`config.mk`:
```
export PLATFORM = sky130hd
export DESIGN_NAME = des_key_sched
export DESIGN_NICKNAME = d
export VERILOG_FILES = /design/src/rtl/des_pkg.sv /design/src/rtl/des_pc2.sv /design/src/rtl/des_key_sched.sv
export SDC_FILE = /design/constraint.sdc
export NUM_CORES = 1
export LEC_CHECK = 0
export CAP_MARGIN = 5
export CORE_ASPECT_RATIO = 1.2
export CORE_MARGIN = 4
export CORE_UTILIZATION = 35
export CTS_BUF_LIST = sky130_fd_sc_hd__clkbuf_4 sky130_fd_sc_hd__clkbuf_8
export CTS_CLUSTER_DIAMETER = 80
export DETAILED_ROUTE_END_ITERATION = 10
export PLACE_DENSITY = 0.66
export SLEW_MARGIN = 20
export SYNTH_ARGS = -nofsm -noshare
export SYNTH_HDL_FRONTEND = slang
export SYNTH_SLANG_ARGS = --single-unit
```
`constraint.sdc`:
```
create_clock -name clk -period 3.2 [get_ports clk]
set_input_delay 0.64 -clock clk [delete_from_list [all_inputs] [get_ports clk]]
set_output_delay 0.64 -clock clk [all_outputs]
set_load 0.02 [all_outputs]
```
`src/rtl/des_pkg.sv`:
```
// ============================================================================
//  des_pkg : shared DES key-schedule constants, PC1 and C/D rotation helpers
//  Rev 1.0
// ============================================================================
`default_nettype none

package des_pkg;

    typedef enum logic {
        ST_IDLE = 1'b0,
        ST_RUN  = 1'b1
    } state_e;

    typedef enum logic {
        DIR_ENC = 1'b0,
        DIR_DEC = 1'b1
    } dir_e;

    // Left-rotation amount for rounds 1..16
    localparam logic [1:0] SHIFT_SCHED [16] = '{
        2'd1, 2'd1, 2'd2, 2'd2, 2'd2, 2'd2, 2'd2, 2'd2,
        2'd1, 2'd2, 2'd2, 2'd2, 2'd2, 2'd2, 2'd2, 2'd1
    };

    localparam int PC1_TAB [56] = '{
        57, 49, 41, 33, 25, 17,  9,  1, 58, 50, 42, 34, 26, 18,
        10,  2, 59, 51, 43, 35, 27, 19, 11,  3, 60, 52, 44, 36,
        63, 55, 47, 39, 31, 23, 15,  7, 62, 54, 46, 38, 30, 22,
        14,  6, 61, 53, 45, 37, 29, 21, 13,  5, 28, 20, 12,  4
    };

    // Bit n of the FIPS numbering lives at vector index (width - n).
    function automatic logic [55:0] pc1(input logic [63:0] key);
        logic [55:0] r;
        r = '0;
        for (int j = 0; j < 56; j++) begin
            r[55-j] = key[64-PC1_TAB[j]];
        end
        return r;
    endfunction

    function automatic logic [27:0] rot28(input logic [27:0] x, input dir_e dir,
                                          input logic [1:0] n);
        logic [27:0] r;
        if (dir == DIR_ENC) begin
            r = (n == 2'd2) ? {x[25:0], x[27:26]} : {x[26:0], x[27]};
        end else begin
            r = (n == 2'd2) ? {x[1:0], x[27:2]} : {x[0], x[27:1]};
        end
        return r;
    endfunction

    function automatic logic [55:0] cd_rotate(input logic [55:0] cd, input dir_e dir,
                                              input logic [1:0] n);
        return {rot28(cd[55:28], dir, n), rot28(cd[27:0], dir, n)};
    endfunction

endpackage

`default_nettype wire

```
`src/rtl/des_pc2.sv`:
```
// ============================================================================
//  des_pc2 : DES permuted choice 2, 56-bit C/D to 48-bit subkey
//  Rev 1.0
// ============================================================================
`default_nettype none

module des_pc2 (
    input  logic [55:0] cd_i,
    output logic [47:0] sk_o
);

    localparam int PC2_TAB [48] = '{
        14, 17, 11, 24,  1,  5,  3, 28, 15,  6, 21, 10,
        23, 19, 12,  4, 26,  8, 16,  7, 27, 20, 13,  2,
        41, 52, 31, 37, 47, 55, 30, 40, 51, 45, 33, 48,
        44, 49, 39, 56, 34, 53, 46, 42, 50, 36, 29, 32
    };

    always_comb begin
        sk_o = '0;
        for (int j = 0; j < 48; j++) begin
            sk_o[47-j] = cd_i[56-PC2_TAB[j]];
        end
    end

endmodule

`default_nettype wire

```
`src/rtl/des_key_sched.sv`:
```
// ============================================================================
//  des_key_sched : streaming DES / 3DES subkey generator, one subkey per cycle
//  Rev 1.0
// ============================================================================
`default_nettype none

module des_key_sched
    import des_pkg::*;
#(
    parameter int NUM_KEYS  = 1,
    parameter int OUT_IDX_W = 6
) (
    input  logic                     clk,
    input  logic                     rst_n,
    input  logic [64*NUM_KEYS-1:0]   key_in,
    input  logic                     decrypt,
    input  logic                     key_valid,
    output logic                     key_ready,
    input  logic                     flush,
    output logic [47:0]              sk_out,
    output logic [OUT_IDX_W-1:0]     sk_idx,
    output logic                     sk_last,
    output logic                     sk_valid,
    input  logic                     sk_ready,
    output logic                     busy
);

    localparam logic [1:0]           LAST_PASS = 2'(NUM_KEYS - 1);
    localparam logic [OUT_IDX_W-1:0] IDX_ONE   = OUT_IDX_W'(1);

    state_e                  state_q;
    logic [64*NUM_KEYS-1:0]  keys_q;
    logic                    dec_q;
    logic [55:0]             cd_q,     cd_d;
    logic [3:0]              round_q,  round_d;
    logic [1:0]              pass_q,   pass_d;
    logic [OUT_IDX_W-1:0]    idx_q;
    logic [47:0]             sk_out_q;
    logic                    sk_valid_q;
    logic                    sk_last_q, sk_last_d;
    logic                    key_ready_q;
    logic                    load, adv;
    logic [47:0]             pc2_sk;
    dir_e                    cur_dir;

    // Odd passes of a 3DES job run opposite to the job direction.
    function automatic dir_e pass_dir(input logic dec, input logic [1:0] pass);
        return dir_e'(dec ^ pass[0]);
    endfunction

    function automatic logic [55:0] pass_start(input logic [64*NUM_KEYS-1:0] keys,
                                               input logic dec, input logic [1:0] pass);
        logic [1:0]  kidx;
        logic [63:0] k;
        logic [55:0] cd;
        kidx = dec ? (LAST_PASS - pass) : pass;
        k    = '0;
        for (int i = 0; i < NUM_KEYS; i++) begin
            if (kidx == 2'(i)) k = keys[64*(NUM_KEYS-i)-1 -: 64];
        end
        cd = pc1(k);
        if (pass_dir(dec, pass) == DIR_ENC) cd = cd_rotate(cd, DIR_ENC, SHIFT_SCHED[0]);
        return cd;
    endfunction

    always_comb begin
        load      = (state_q == ST_IDLE) && key_valid && key_ready_q;
        adv       = (state_q == ST_RUN) && sk_valid_q && sk_ready;
        cur_dir   = pass_dir(dec_q, pass_q);
        cd_d      = cd_q;
        round_d   = round_q;
        pass_d    = pass_q;
        if (load) begin
            cd_d    = pass_start(key_in, decrypt, 2'd0);
            round_d = 4'd0;
            pass_d  = 2'd0;
        end else if (adv && !sk_last_q && (round_q == 4'd15)) begin
            cd_d    = pass_start(keys_q, dec_q, pass_q + 2'd1);
            round_d = 4'd0;
            pass_d  = pass_q + 2'd1;
        end else if (adv && !sk_last_q) begin
            // Decrypt walks the schedule backwards: right-rotate by the amount of the round being undone.
            cd_d    = cd_rotate(cd_q, cur_dir,
                                (cur_dir == DIR_ENC) ? SHIFT_SCHED[round_q + 4'd1]
                                                     : SHIFT_SCHED[4'd15 - round_q]);
            round_d = round_q + 4'd1;
        end
        sk_last_d = (round_d == 4'd15) && (pass_d == LAST_PASS);
    end

    des_pc2 u_pc2 (
        .cd_i (cd_d),
        .sk_o (pc2_sk)
    );

    always_ff @(posedge clk or negedge rst_n) begin
        if (!rst_n) begin
            state_q     <= ST_IDLE;
            keys_q      <= '0;
            dec_q       <= 1'b0;
            cd_q        <= '0;
            round_q     <= '0;
            pass_q      <= '0;
            idx_q       <= '0;
            sk_out_q    <= '0;
            sk_valid_q  <= 1'b0;
            sk_last_q   <= 1'b0;
            key_ready_q <= 1'b0;
        end else if (flush) begin
            state_q     <= ST_IDLE;
            idx_q       <= '0;
            sk_valid_q  <= 1'b0;
            sk_last_q   <= 1'b0;
            key_ready_q <= 1'b1;
        end else begin
            case (state_q)
                ST_IDLE: begin
                    key_ready_q <= 1'b1;
                    if (load) begin
                        state_q     <= ST_RUN;
                        key_ready_q <= 1'b0;
                        keys_q      <= key_in;
                        dec_q       <= decrypt;
                        cd_q        <= cd_d;
                        round_q     <= round_d;
                        pass_q      <= pass_d;
                        idx_q       <= '0;
                        sk_out_q    <= pc2_sk;
                        sk_valid_q  <= 1'b1;
                        sk_last_q   <= sk_last_d;
                    end
                end
                ST_RUN: begin
                    if (adv && sk_last_q) begin
                        state_q     <= ST_IDLE;
                        idx_q       <= '0;
                        sk_valid_q  <= 1'b0;
                        sk_last_q   <= 1'b0;
                        key_ready_q <= 1'b1;
                    end else if (adv) begin
                        cd_q        <= cd_d;
                        round_q     <= round_d;
                        pass_q      <= pass_d;
                        idx_q       <= idx_q + IDX_ONE;
                        sk_out_q    <= pc2_sk;
                        sk_last_q   <= sk_last_d;
                    end
                end
                default: state_q <= ST_IDLE;
            endcase
        end
    end

    assign key_ready = key_ready_q;
    assign sk_out    = sk_out_q;
    assign sk_idx    = idx_q;
    assign sk_last   = sk_last_q;
    assign sk_valid  = sk_valid_q;
    assign busy      = (state_q == ST_RUN);

endmodule

`default_nettype wire

```
==> tab_implementation.tex, run 1 <==
\begin{tabular}{lr}
\hline
Metric & Value \\
\hline
\multicolumn{2}{l}{\textbf{Clock tree}} \\
CTS Root Buffer Type & sky130\_fd\_sc\_hd\_\_clkbuf\_8 \\
Hold Buf Count CTS & 0 \\
Clock transition at the register clock pins on the worst setup and hold paths after CTS & roughly 0.08 ns \\
Clk\_lat worst skew & about 0.48 ns \\
Inserted Clock Buffers & 17 \\
H-tree lvl count & 4 \\
Post-cts sizing count & 0 \\
TritonCTS sink count & 129 \\
Maximum number of buffers from clock root to sink & 2 \\
Number of buffers inserted to repair setup after CTS & 0 \\
TritonCTS clock tree & done \\
\multicolumn{2}{l}{\textbf{Global route}} \\
Total global routing track utilization & 21.34\% \\
Largest net degree at the start of global routing & 93 \\
Initial antenna violation count & 1 \\
Remaining Overflow, GRT & 0 \\
Number of global-route vias before repair & just under 8k \\
First-pass GRT wire length & 47320 um \\
\multicolumn{2}{l}{\textbf{Critical path}} \\
CP endpoint kind & flip-flop \\
Delay of the slowest critical-path stage & around 0.86 ns \\
Series of cell instances along the critical path & inv\_1, ha\_1, o211ai\_2, and2\_1, a22oi\_1, o211ai\_1, a311o\_1 \\
Cell depth of the worst flop-to-flop path & 7 \\
Data arrival time of the critical path & 3.15 ns \\
Worst Setup Start Kind & flip-flop \\
Critical-path maximum fanout & 25 \\
Data required time of the worst path & 3.62 ns \\
Cell type group with the largest total delay on the critical path & simple AND/OR/NAND/NOR gates \\
Critical setup path kind & reg2reg \\
End of the worst register-to-register path & cd\_q[18] \\
Crit path buffers/inverters & 1 \\
Register-to-Register Setup Slack & 0.47 ns \\
Master of the slowest instance on the critical path & sky130\_fd\_sc\_hd\_\_and2\_1 \\
Reg2reg start & round\_q[0] \\
\multicolumn{2}{l}{\textbf{Routing}} \\
Final routed DRC violation total & 0 \\
Initial DRC count & 1248 \\
Drt total wl & 30580 um \\
Number of vias after detailed routing & about 8.5k \\
Post-detailed-route count of antenna-violating nets & 0 \\
Number of detailed-routing iterations run before antenna repair & 6 \\
Routed length per placed instance & 22.01 um \\
Via-per-instance ratio & 6.086 \\
\multicolumn{2}{l}{\textbf{Floorplan}} \\
Starting density of the core & 35.79\% \\
Overall die area & 28100 um\^{}2 \\
Top-level I/O count & 128 \\
Die Height & 182.8 um \\
Number of cell rows & 63 \\
DIE WIDTH & around 150 um \\
Area of the core region & between 20000 and 25000 um\^{}2 \\
\multicolumn{2}{l}{\textbf{Yosys}} \\
Share of flip-flops with an asynchronous set or reset after synthesis & between 90\% and 100\% \\
Mapped Avg Cell Area & 8.740 um\^{}2 \\
Number of enable flip-flop cells after synthesis & 0 \\
Synthesis-stage register bit count & 129 \\
Main area contributors after synthesis & sky130\_fd\_sc\_hd\_\_dfrtp\_1, sky130\_fd\_sc\_hd\_\_mux2\_2, sky130\_fd\_sc\_hd\_\_mux2i\_1 \\
Fraction of post-synthesis cell area in the top cell type by area & around 36\% \\
Post-synth top area cell & sky130\_fd\_sc\_hd\_\_dfrtp\_1 \\
Most frequent cell after synthesis & sky130\_fd\_sc\_hd\_\_nand2\_1 \\
Post-synth top cells & sky130\_fd\_sc\_hd\_\_nand2\_1, sky130\_fd\_sc\_hd\_\_dfrtp\_1, sky130\_fd\_sc\_hd\_\_nand3\_1 \\
Post-synthesis sequential area ratio & 36.21\% \\
Post-synth top flop & sky130\_fd\_sc\_hd\_\_dfrtp\_1 \\
Net count after synthesis & 1096 \\
Count of different cell masters after synthesis & 48 \\
Area of the mapped netlist & 8915 um\^{}2 \\
Ys Warns & 0 \\
Mapped Cells & 1020 \\
\multicolumn{2}{l}{\textbf{Pwr}} \\
Fraction of power consumed by combinational cells & 34.4\% \\
Flop pwr share & 43.6\% \\
PnR Total Power & 6.090 mW \\
Switching power as a share of total power & roughly 41\% \\
Net switching power of the design & 2.478 mW \\
Leakage dissipation & 4.147 nW \\
Power density over cell area & 574.1 nW/um\^{}2 \\
Internal power & 3.612 mW \\
Max rail drop VDD & roughly 280 uV \\
Clock network fraction of total power & 22.0\% \\
\multicolumn{2}{l}{\textbf{Timing}} \\
Sum of negative setup slack & 0 ns \\
Peak clock frequency supported by timing & 366.1 MHz \\
Max-Slew Margin vs Limit & 31.50\% \\
RSZ-0062 raised after global routing & no \\
Final setup viols & 0 \\
Slew at the pin closest to its max-slew limit & 1.028 ns \\
Final period demand of the worst path & 2.731 ns \\
Crit share post-route & 85.35\% \\
Fin Clk Skew & 0.01650 ns \\
Number of hold-slack violations in the final timing report & 0 \\
Final Slew Violations & 0 \\
\multicolumn{2}{l}{\textbf{Finish}} \\
Net count of the finished layout & between 1k and 1.5k \\
Ratio of cells with drive above 1 in the final layout & 13.08\% \\
Layout overhead on the synthesized area & 18.99\% \\
\multicolumn{2}{l}{\textbf{Status}} \\
Run status & finished, final reports clean \\
\multicolumn{2}{l}{\textbf{Placed design}} \\
Weighted congestion at the end of routability-driven global placement & 0.9116 \\
Post-detailed-placement half-perimeter wirelength & $\sim$22000 um \\
Number of port buffers & 119 \\
\multicolumn{2}{l}{\textbf{Hold path}} \\
Hold Crit Class & in2async \\
\multicolumn{2}{l}{\textbf{Job}} \\
Max-Cap Viols & 0 \\
\hline
\end{tabular}
## registers in the layout, summed over array words and instances, names as in the netlist
| name | cells |
|---|---|
| sk_last | 1 |
| dec_q | 1 |
| busy | 1 |
| round_q | 4 |
| keys_q | 56 |
| sk_valid | 1 |
| key_ready | 1 |
| pass_q | 2 |
| sk_out | 47 |
| cd_q | 9 |
| sk_idx | 6 |
## worst max-delay path by stage
stage,start,to,cells past startpoint
floorplan,decrypt,sk_out[21],8
global placement,sk_ready,sk_out[31],7
detailed placement,key_valid,sk_out[26],9
CTS,round_q[0],cd_q[18],7
global route,round_q[0],cd_q[18],7
finish,round_q[0],cd_q[18],7
## placed cells by master (no fill, tap or decap), types with 7 or more instances in the layout
| cell | netlist | layout |
|---|---|---|
| sky130_fd_sc_hd__o211ai_1 | 17 | 17 |
| sky130_fd_sc_hd__mux2i_1 | 61 | 61 |
| sky130_fd_sc_hd__o32a_1 | 8 | 8 |
| sky130_fd_sc_hd__and3_1 | 34 | 34 |
| sky130_fd_sc_hd__mux2_2 | 59 | 59 |
| sky130_fd_sc_hd__o21ai_0 | 44 | 44 |
| sky130_fd_sc_hd__o2111ai_1 | 7 | 7 |
| sky130_fd_sc_hd__a221oi_1 | 23 | 23 |
| sky130_fd_sc_hd__a22oi_1 | 9 | 9 |
| sky130_fd_sc_hd__o22a_1 | 16 | 16 |
| sky130_fd_sc_hd__nor2_1 | 11 | 8 |
| sky130_fd_sc_hd__nand2_1 | 137 | 137 |
| sky130_fd_sc_hd__clkdlybuf4s50_1 | 0 | 117 |
| sky130_fd_sc_hd__o22ai_1 | 19 | 19 |
| sky130_fd_sc_hd__a31oi_1 | 26 | 26 |
| sky130_fd_sc_hd__buf_12 | 0 | 14 |
| sky130_fd_sc_hd__clkbuf_8 | 0 | 18 |
| sky130_fd_sc_hd__a22o_1 | 13 | 13 |
| sky130_fd_sc_hd__nand4_1 | 20 | 20 |
| sky130_fd_sc_hd__a21oi_1 | 90 | 89 |
| sky130_fd_sc_hd__dfrtp_1 | 129 | 129 |
| sky130_fd_sc_hd__buf_4 | 50 | 21 |
| sky130_fd_sc_hd__o32ai_1 | 13 | 13 |
| sky130_fd_sc_hd__nand3_1 | 96 | 96 |
## cells by family after synthesis
| group | after synthesis | synth area share [%] |
|---|---|---|
| xor+xnor | 6 | 0.7580 |
| compound gates | 298 | 22.34 |
| flops | 129 | 36.21 |
| mux | 120 | 14.30 |
| simple gates | 314 | 16.63 |
| fa+ha+maj | 6 | 0.8421 |
| buf+inv | 147 | 8.912 |
## area by class of cell
class,count,area [um^2]
fillers,2501,14300
multi-input cells,744,4961
flip-flops and latches,129,3228
repair buffers,154,1625
well taps,325,406.6
clock buffers,19,255.2
clock inverters,13,113.9
inverters,4,15.01
diodes,1,2.502
## routing by layer
| metal | part of all wire, % | up-vias | GRT usage (%) |
|---|---|---|---|
| met5 | 0 | - | 0 |
| met4 | 2.5 | 0 | 6.502 |
| met3 | 8.3 | 49 | 4.248 |
| met2 | 43 | 445 | 30.89 |
| met1 | 46 | 4098 | 32.10 |
| li1 | - | 3861 | - |
## stage by stage
step / hold WS, ns / util, % / setup WS (ns) / instance area, um^2 / instances
after floorplan: 0.3444 / - / 1.057 / 8915 / 1020
after global placement: 0.5146 / 41.09 / 0.3330 / 10240 / 1356
after detailed placement: 0.5200 / 41.09 / 0.3648 / 10240 / 1356
after CTS: 0.2189 / 42.58 / 0.5084 / 10610 / 1388
after global routing: 0.2521 / 42.59 / 0.3017 / 10610 / 1389
final: 0.1902 / 42.59 / 0.4687 / 10610 / 1389
## power by group through the flow
stage / sequential, mW / clock, mW / combinational, mW
4_1_cts: 2.63 / 1.36 / 2.09
2_1_floorplan: 2.37 / 0 / 1.51
3_5_place_dp: 2.66 / 0 / 2.08
6_report: 2.66 / 1.34 / 2.09
3_3_place_gp: 2.66 / 0 / 2.06
5_1_grt: 2.70 / 1.42 / 2.26
## worst reg2reg max path: stages, from the launching register on
cell                       delay [ns]
sky130_fd_sc_hd__dfrtp_1         0.44
sky130_fd_sc_hd__inv_1           0.14
sky130_fd_sc_hd__ha_1            0.38
sky130_fd_sc_hd__o211ai_2        0.30
sky130_fd_sc_hd__and2_1          0.86
sky130_fd_sc_hd__a22oi_1         0.23
sky130_fd_sc_hd__o211ai_1        0.20
sky130_fd_sc_hd__a311o_1         0.13
Note: power is estimated with default switching activity, not from simulation.
==> inputs of run 2 (changes only) <==
==> constraint.sdc (replaced) <==
create_clock -name clk -period 2.85 [get_ports clk]
set_input_delay 0.57 -clock clk [delete_from_list [all_inputs] [get_ports clk]]
set_output_delay 0.57 -clock clk [all_outputs]
set_load 0.02 [all_outputs]
==> run 2 against run 1 <==
  * Worst setup slack got worse by 0.17 ns
  * Critical endpoint is now sk_out[41]
  * Non-clock buffer count increased by 28
  * Critical path depth rose by 1
==> tab_implementation.tex, run 2 (synthesized netlist as in run 1, its figures left out) <==
\begin{tabular}{lr}
\hline
Metric & Value \\
\hline
\multicolumn{2}{l}{\textbf{Floorplan}} \\
Overall die area & 28100 um\^{}2 \\
Starting density of the core & approximately 36\% \\
Die Height & 182.8 um \\
Number of cell rows & 63 \\
Area of the core region & 24910 um\^{}2 \\
Top-level I/O count & 128 \\
DIE WIDTH & 153.7 um \\
\multicolumn{2}{l}{\textbf{Clock tree}} \\
Clk\_lat worst skew & 0.47 ns \\
TritonCTS sink count & roughly 130 \\
CTS Root Buffer Type & sky130\_fd\_sc\_hd\_\_clkbuf\_8 \\
Maximum number of buffers from clock root to sink & 2 \\
Inserted Clock Buffers & 17 \\
Hold Buf Count CTS & 0 \\
Clock transition at the register clock pins on the worst setup and hold paths after CTS & about 0.08 ns \\
TritonCTS clock tree & done \\
Number of buffers inserted to repair setup after CTS & 0 \\
H-tree lvl count & 4 \\
Post-cts sizing count & 0 \\
\multicolumn{2}{l}{\textbf{Job}} \\
Max-Cap Viols & 0 \\
\multicolumn{2}{l}{\textbf{Pwr}} \\
Leakage dissipation & 4.340 nW \\
PnR Total Power & a little over 7 mW \\
Max rail drop VDD & 270.1 uV \\
Power density over cell area & 664.2 nW/um\^{}2 \\
\multicolumn{2}{l}{\textbf{Finish}} \\
Fraction of the core area covered by cells at the end of the flow & 43.88\% \\
Register ranked first by flip-flop count & keys\_q \\
Net count of the finished layout & 1154 \\
Max FFs per register & 56 \\
Leading cell type in the layout, fill and taps excluded & sky130\_fd\_sc\_hd\_\_nand2\_1 \\
Antenna Diode Count & 0 \\
Final Instance Count excl. Fillers & 1416 \\
Ratio of cells with drive above 1 in the final layout & 15.31\% \\
Layout overhead on the synthesized area & 22.61\% \\
Top library cells by usage in the layout, fill and taps aside & sky130\_fd\_sc\_hd\_\_nand2\_1, sky130\_fd\_sc\_hd\_\_dfrtp\_1, sky130\_fd\_sc\_hd\_\_clkdlybuf4s50\_1 \\
Filler cell count & 2434 \\
\multicolumn{2}{l}{\textbf{Timing}} \\
Crit share post-route & 89.39\% \\
Peak clock frequency supported by timing & roughly 400 MHz \\
Sum of negative setup slack & 0 ns \\
Final setup viols & 0 \\
Fin Clk Skew & 0.01280 ns \\
RSZ-0062 raised after global routing & no \\
Number of hold-slack violations in the final timing report & 0 \\
Fin Hold WS & about 0.11 ns \\
Final period demand of the worst path & 2.548 ns \\
Final Slew Violations & 0 \\
Slew at the pin closest to its max-slew limit & just over 0.8 ns \\
Max-Slew Margin vs Limit & 46.34\% \\
\multicolumn{2}{l}{\textbf{Global route}} \\
Initial antenna violation count & 0 \\
Remaining Overflow, GRT & 0 \\
Number of global-route vias before repair & between 7k and 8k \\
Total global routing track utilization & 21.88\% \\
Largest net degree at the start of global routing & 80 \\
First-pass GRT wire length & 48260 um \\
\multicolumn{2}{l}{\textbf{Routing}} \\
Number of vias after detailed routing & 8631 \\
Number of detailed-routing iterations run before antenna repair & 6 \\
Routed length per placed instance & 22.55 um \\
Final routed DRC violation total & 0 \\
Via-per-instance ratio & 6.095 \\
Drt total wl & around 32000 um \\
Initial DRC count & 1205 \\
Post-detailed-route count of antenna-violating nets & 0 \\
\multicolumn{2}{l}{\textbf{Critical path}} \\
Series of cell instances along the critical path & ha\_1, xor2\_1, o211ai\_2, and2\_1, buf\_4, a22o\_1, a221oi\_1, nand3\_1 \\
CP endpoint kind & flip-flop \\
Cell type group with the largest total delay on the critical path & compound AO/OA/AOI/OAI gates \\
Data required time of the worst path & 3.19 ns \\
Cell depth of the worst flop-to-flop path & 8 \\
Crit path buffers/inverters & 1 \\
Critical-path maximum fanout & 16 \\
Crit. path cell count & 8 \\
Delay of the slowest critical-path stage & 0.44 ns \\
Worst Setup Start Kind & flip-flop \\
Critical setup path kind & reg2reg \\
Master of the slowest instance on the critical path & sky130\_fd\_sc\_hd\_\_dfrtp\_1 \\
Data arrival time of the critical path & around 2.9 ns \\
\multicolumn{2}{l}{\textbf{Placed design}} \\
Placed cell count & between 1k and 1.5k \\
Weighted congestion at the end of routability-driven global placement & $\sim$0.92 \\
Post-detailed-placement half-perimeter wirelength & 23380 um \\
Number of port buffers & around 120 \\
\multicolumn{2}{l}{\textbf{Status}} \\
Run status & finished, final reports clean \\
\multicolumn{2}{l}{\textbf{Hold path}} \\
Hold Crit Class & in2async \\
\hline
\end{tabular}
run 2: metrics by stage:
step                worst slack, ns  instance area, um^2
global placement             0.1584                10470
detailed placement           0.1314                10470
floorplan                    0.7163                 8915
CTS                          0.2854                10930
finish                       0.3024                10930
global route                 0.1037                10930
run 2: path summary, 6_finish.rpt:
path	from	end	slack, ns
worst max-delay path	round_q[0]	sk_out[41]	0.30
worst min-delay path	rst_n	round_q[3]	0.11
worst max register to register	round_q[0]	sk_out[41]	0.30
worst min register to register	keys_q[34]	keys_q[34]	0.54
max in group asynchronous	rst_n	keys_q[28]	1.98
min in group clk	keys_q[34]	keys_q[34]	0.54
run 2: worst register-to-register path, cell delays in order, from the launching register on:
cell and delay, ns:
sky130_fd_sc_hd__dfrtp_1 0.44, sky130_fd_sc_hd__ha_1 0.28, sky130_fd_sc_hd__xor2_1 0.31, sky130_fd_sc_hd__o211ai_2 0.12, sky130_fd_sc_hd__and2_1 0.40, sky130_fd_sc_hd__buf_4 0.29
sky130_fd_sc_hd__a22o_1 0.22, sky130_fd_sc_hd__a221oi_1 0.27, sky130_fd_sc_hd__nand3_1 0.10
run 2: area by class of cell:
class,instances,area (um^2),area share [%]
repair buffers,182,1861,17.02
flip-flops and latches,129,3228,29.53
inverters,4,15.01,0.1374
clock buffers,21,282.8,2.587
clock inverters,11,176.4,1.614
multi-input cells,744,4961,45.39
well taps,325,406.6,3.720
run 2: power by group:
| group | leakage (nW) | internal [mW] | switching (mW) | total [mW] |
|---|---|---|---|---|
| clock | 0.230 | 1.04 | 0.789 | 1.83 |
| combinational | 2.59 | 1.13 | 1.31 | 2.44 |
| sequential | 1.52 | 2.25 | 0.745 | 2.99 |
run 2: metal layers:
metal / share of wire, % / GRT usage (%) / routed length (um) / vias up
li1: - / - / - / 3904
met2: 43 / 31.12 / 13680 / 467
met1: 45 / 32.58 / 14300 / 4201
met5: 0 / 0 / 0 / -
met4: 2.9 / 7.633 / 937 / 0
met3: 9.4 / 4.933 / 3012 / 59
==> inputs of run 3 (changes only) <==
--- a/config.mk
+++ b/config.mk
@@ -12,6 +12,7 @@
 export CTS_BUF_LIST = sky130_fd_sc_hd__clkbuf_4 sky130_fd_sc_hd__clkbuf_8
 export CTS_CLUSTER_DIAMETER = 80
 export DETAILED_ROUTE_END_ITERATION = 10
+export GPL_ROUTABILITY_DRIVEN = 0
 export PLACE_DENSITY = 0.66
 export SLEW_MARGIN = 20
 export SYNTH_ARGS = -nofsm -noshare
==> run 3 against run 2 <==
  * Count of clock-buffer cells in the layout is 1 higher
  * Maximum frequency is 4.6% lower
  * Clock skew is 0.0053 ns higher
  * Core utilization is 0.73 points lower
  * Worst setup slack worse by 0.12 ns
  * Clock power is 17% lower
  * Non-clock buffer count is 15 lower
  * Hold slack worse by 0.050 ns
  * Critical path depth stayed put
  * Sequential power hardly changed
  * Register-to-register slack worse by 0.12 ns
  * Sequential share of layout area is 0.50 points higher
  * Largest cell class unchanged
==> tab_implementation.tex, run 3 (synthesized netlist as in run 1, its figures left out) <==
\begin{tabular}{lr}
\hline
Metric & Value \\
\hline
\multicolumn{2}{l}{\textbf{Floorplan}} \\
Top-level I/O count & 128 \\
Starting density of the core & 35.79\% \\
Area of the core region & 24910 um\^{}2 \\
Number of cell rows & 63 \\
Die Height & 182.8 um \\
DIE WIDTH & about 150 um \\
Overall die area & approximately 28000 um\^{}2 \\
\multicolumn{2}{l}{\textbf{Finish}} \\
Leading cell type in the layout, fill and taps excluded & sky130\_fd\_sc\_hd\_\_nand2\_1 \\
Sequential Area & 3228 um\^{}2 \\
Filler cell count & 2471 \\
Antenna Diode Count & 0 \\
Net count of the finished layout & 1139 \\
Final Instance Count excl. Fillers & approximately 1.4k \\
Top library cells by usage in the layout, fill and taps aside & sky130\_fd\_sc\_hd\_\_nand2\_1, sky130\_fd\_sc\_hd\_\_dfrtp\_1, sky130\_fd\_sc\_hd\_\_clkdlybuf4s50\_1 \\
Total area of multi-input combinational cells & roughly 5000 um\^{}2 \\
Layout overhead on the synthesized area & 20.58\% \\
Max FFs per register & 56 \\
Register ranked first by flip-flop count & keys\_q \\
Ratio of cells with drive above 1 in the final layout & 14.13\% \\
\multicolumn{2}{l}{\textbf{Global route}} \\
Number of global-route vias before repair & 8051 \\
Largest net degree at the start of global routing & between 60 and 70 \\
First-pass GRT wire length & 48000 um \\
Remaining Overflow, GRT & 0 \\
Total global routing track utilization & approximately 22\% \\
Initial antenna violation count & 0 \\
\multicolumn{2}{l}{\textbf{Timing}} \\
Slew at the pin closest to its max-slew limit & 0.6432 ns \\
Fin Hold WS & $\sim$0.063 ns \\
Number of hold-slack violations in the final timing report & 0 \\
Max-Slew Margin vs Limit & between 50\% and 60\% \\
RSZ-0062 raised after global routing & no \\
Final period demand of the worst path & approximately 2.7 ns \\
Peak clock frequency supported by timing & 374.5 MHz \\
Final setup viols & 0 \\
Final Slew Violations & 0 \\
Fin Clk Skew & about 0.018 ns \\
Sum of negative setup slack & 0 ns \\
Crit share post-route & between 90\% and 100\% \\
Setup slack after layout & 0.1796 ns \\
\multicolumn{2}{l}{\textbf{Critical path}} \\
Critical-path maximum fanout & 21 \\
Worst Setup Start Kind & flip-flop \\
Data arrival time of the critical path & 2.99 ns \\
Delay of the slowest critical-path stage & 0.46 ns \\
Master of the slowest instance on the critical path & sky130\_fd\_sc\_hd\_\_a32o\_2 \\
Critical setup path kind & reg2reg \\
Series of cell instances along the critical path & inv\_1, ha\_1, o211ai\_2, a32o\_2, buf\_4, buf\_4, mux2i\_1, o2111ai\_1 \\
CP endpoint kind & flip-flop \\
Most common cell on crit path & sky130\_fd\_sc\_hd\_\_buf\_4 \\
Data required time of the worst path & 3.17 ns \\
\multicolumn{2}{l}{\textbf{Placed design}} \\
Post-detailed-placement half-perimeter wirelength & 22570 um \\
Number of port buffers & 119 \\
Placed cell count & 1369 \\
Worst slack after detailed placement & $\sim$0.14 ns \\
\multicolumn{2}{l}{\textbf{Routing}} \\
Number of detailed-routing iterations run before antenna repair & 6 \\
Final routed DRC violation total & 0 \\
Via-per-instance ratio & 6.183 \\
Post-detailed-route count of antenna-violating nets & 0 \\
Drt total wl & slightly above 30000 um \\
Initial DRC count & 1119 \\
Routed length per placed instance & 22.14 um \\
Number of vias after detailed routing & 8662 \\
\multicolumn{2}{l}{\textbf{Clock tree}} \\
Number of buffers inserted to repair setup after CTS & 0 \\
Hold Buf Count CTS & 0 \\
Maximum number of buffers from clock root to sink & 2 \\
H-tree lvl count & 4 \\
TritonCTS clock tree & done \\
Clk\_lat worst skew & between 0.4 and 0.5 ns \\
Inserted Clock Buffers & 17 \\
Post-cts sizing count & 0 \\
CTS Root Buffer Type & sky130\_fd\_sc\_hd\_\_clkbuf\_8 \\
TritonCTS sink count & 129 \\
Clock transition at the register clock pins on the worst setup and hold paths after CTS & around 0.080 ns \\
\multicolumn{2}{l}{\textbf{Job}} \\
Max-Cap Viols & 0 \\
\multicolumn{2}{l}{\textbf{Pwr}} \\
Leakage dissipation & 4.227 nW \\
Max rail drop VDD & 345.0 uV \\
Power density over cell area & 640.5 nW/um\^{}2 \\
\multicolumn{2}{l}{\textbf{Status}} \\
Run status & finished, final reports clean \\
\multicolumn{2}{l}{\textbf{Hold path}} \\
Hold Crit Class & in2async \\
\hline
\end{tabular}
[run 3: cell count changes in the layout (fill, tap and decap cells not counted), sizes merged]
cell / previous run / this run
clkinv: 4 / 7
inv: 6 / 4
bufinv: 4 / 1
buf: 65 / 50
clkinvlp: 1 / 2
clkbuf: 21 / 22
[run 3: metrics by stage]
step / area [um^2] / util [%] / power (mW)
2_1_floorplan: 8915 / - / 4.362
3_3_place_gp: 10380 / 41.69 / 5.321
3_5_place_dp: 10380 / 41.69 / 5.350
4_1_cts: 10750 / 43.15 / 6.850
5_1_grt: 10750 / 43.15 / 7.195
6_report: 10750 / 43.15 / 6.885
[run 3: final timing paths]
path	from	to	slack (ns)	depth (start not counted)
max reg2reg	round_q[0]	sk_out[7]	0.18	8
max	round_q[0]	sk_out[7]	0.18	8
min	rst_n	sk_valid	0.06	1
min reg2reg	keys_q[2]	keys_q[2]	0.53	1
min in group clk	keys_q[2]	keys_q[2]	0.53	1
max in group asynchronous	rst_n	keys_q[9]	2.08	2
[run 3: report_power, final]
part / internal [mW] / switching (mW)
clock network: 0.744 / 0.765
registers: 2.25 / 0.740
logic: 1.11 / 1.28
total: 4.10 / 2.78
[run 3: area by class of cell]
class,count,share of cell area [%]
clock buffers,22,2.584
clock inverters,10,0.8148
inverters,4,0.1397
multi-input cells,744,46.15
flip-flops and latches,129,30.03
well taps,325,3.783
repair buffers,167,16.49
[run 3: critical path, delay by kind of cell (launching register included)]
family | cells | cell delay (ns)
buf+inv | 3 | 0.64
fa+ha+maj | 1 | 0.38
mux | 1 | 0.19
flops | 1 | 0.45
compound gates | 3 | 0.87
[run 3: routing by layer]
layer,part of all wire (%),vias up,track usage (%),routed length (um)
met1,44,4191,31.85,13730
met5,0,-,0,0
met4,3.7,0,9.470,1154
li1,-,3885,-,-
met2,42,513,30.45,13180
met3,9.6,73,4.791,2964
==> patch: new RTL, settings of run 2 <==
The parameter `NUM_KEYS` goes from 1 to 2.
--- a/src/rtl/des_key_sched.sv
+++ b/src/rtl/des_key_sched.sv
@@ -8,5 +8,5 @@
     import des_pkg::*;
 #(
-    parameter int NUM_KEYS  = 1,
+    parameter int NUM_KEYS  = 2,
     parameter int OUT_IDX_W = 6
 ) (
Ports: changed (resized key_in); port bits go from 128 to 192. The function was not compared with the original's and may differ.
==> patch against run 2 <==
Maximum frequency down 3.6%. Critical path depth unchanged. Die area up 33%. Routed wire length up 25%. Cell area up 35%. Synthesized area up 34%. Worst setup slack worse by 0.094 ns. Sequential cell count up 56. Total power up 24%. Sequential power up 30%. Critical endpoint is now sk_out[3]. Largest cell class unchanged. Largest power group unchanged. Highest routed layer unchanged.
==> patch: results (changes against run 2) <==
Placement
  • Routability cong.: 0.9079 (-1.5%)
  • Placed Area: 14290 µm² (+37%)
  • Placed Instances: 1919 (+39%)
  • Setup slack at placement: 0.07786 ns (-0.05354 ns)
  • Port Buf Inserts: 175 (+47%)

GRT
  • Largest net degree at the start of global routing: 114 (+43%)
  • Gr usage total: 0.2121 (-0.006629)
  • First-pass GRT wire length: 62150 µm (+29%)
  • Vias in the first global route: 10962 (+38%)

Synthesis
  • Post-synthesis mux area share: 0.1888 (+0.04583)
  • Syn avg cell area: 8.757 µm² (+0.19%)
  • Yosys cell types: 57 (+19%)
  • Sequential area share after synthesis: 0.3865 (+0.02436)
  • Synth Area in Compound Gates: 0.1497 (-0.07376)
  • Post-synth top cells: nand2_1, mux2i_1, dfrtp_1
  • Net Count, Synth: 1507 (+38%)
  • Post-synthesis xor/xnor area fraction: 0.006476 (-0.001103)
  • Area contributors post-synth: dfrtp_1, mux2i_1, nand2_1
  • Adder-cell area share of the yosys netlist: 0.005222 (-0.003199)

Final layout
  • Largest register FFs: 112 (+100%)
  • Share of layout cells above drive strength 1: 0.1110 (-0.04203)

Status
  • Run status: complete, no violations

STA
  • Max-slew headroom: 0.5624 (+0.09902)
  • Minimum hold slack: 0.04404 ns (-0.06888 ns)

Drt
  • Vias/cell: 5.604 (-8.1%)
  • Final wirelength: 39830 µm (+25%)
  • Average wire per standard cell: 20.38 µm (-9.6%)
  • Pre-antenna DRT Iters: 5 (-1)

Setup path
  • Slowest CP cell: or3b_2
  • Top delay family on crit path: simple AND/OR/NAND/NOR gates
  • Setup crit end: sk_out[3]
  • Worst EP arrival: 3.03 ns (+0.14 ns)
  • Crit path launch type: flop
  • Worst-path maximum fanout: 6 (-10)

Power and ir drop
  • Worst VDD drop: 0.3469 mV (+28%)
  • Internal power: 5.446 mW (+23%)
  • Clock share of power: 0.197 (-0.055)
  • NetSw: 3.542 mW (+25%)
  • Lkg Pwr: 6.488 nW (+49%)
  • Combinational gate power: 3.34 mW (+37%)

Clocking
  • CTS clk-pin slew, worst paths: 0.11 ns (+0.03 ns)
  • Insertion delay to the later sink of the worst-skew pair: 0.50 ns (+0.03 ns)
  • CTS max path bufs: 2 (unchanged)
[patch: cell count changes in the layout (fill, tap and decap cells not counted), sizes merged, moves of 56 or more]
| cell | delta |
|---|---|
| nor2 | +60 |
| a21oi | -80 |
| dfrtp | +56 |
| nand3 | -71 |
| nand2 | +264 |
| mux2i | +141 |
| clkdlybuf4s50 | +56 |
[patch: layout make-up]
cell class,instances,area (µm²)
multi-input combinational,1019,6482
tap,450,563.0
clock buffer,18,247.7
inverter,4,15.01
clock inverter,14,128.9
sequential,185,4633
fill,3296,18730
timing repair buffer,264,2631
[patch: repair_timing]
action / in CTS / in global routing
resized for setup: 0 / 2
hold buffers: 0 / 0
endpoints found under the setup margin: 0 / 14
buffers inserted: 0 / 3
[patch: metal layers]
metal,vias to the layer above,global-route usage,part of all wire
met5,-,0,0
met4,0,0.08540,0.037
met3,84,0.03956,0.067
met2,392,0.3533,0.48
met1,5388,0.2727,0.41
li1,5087,-,-
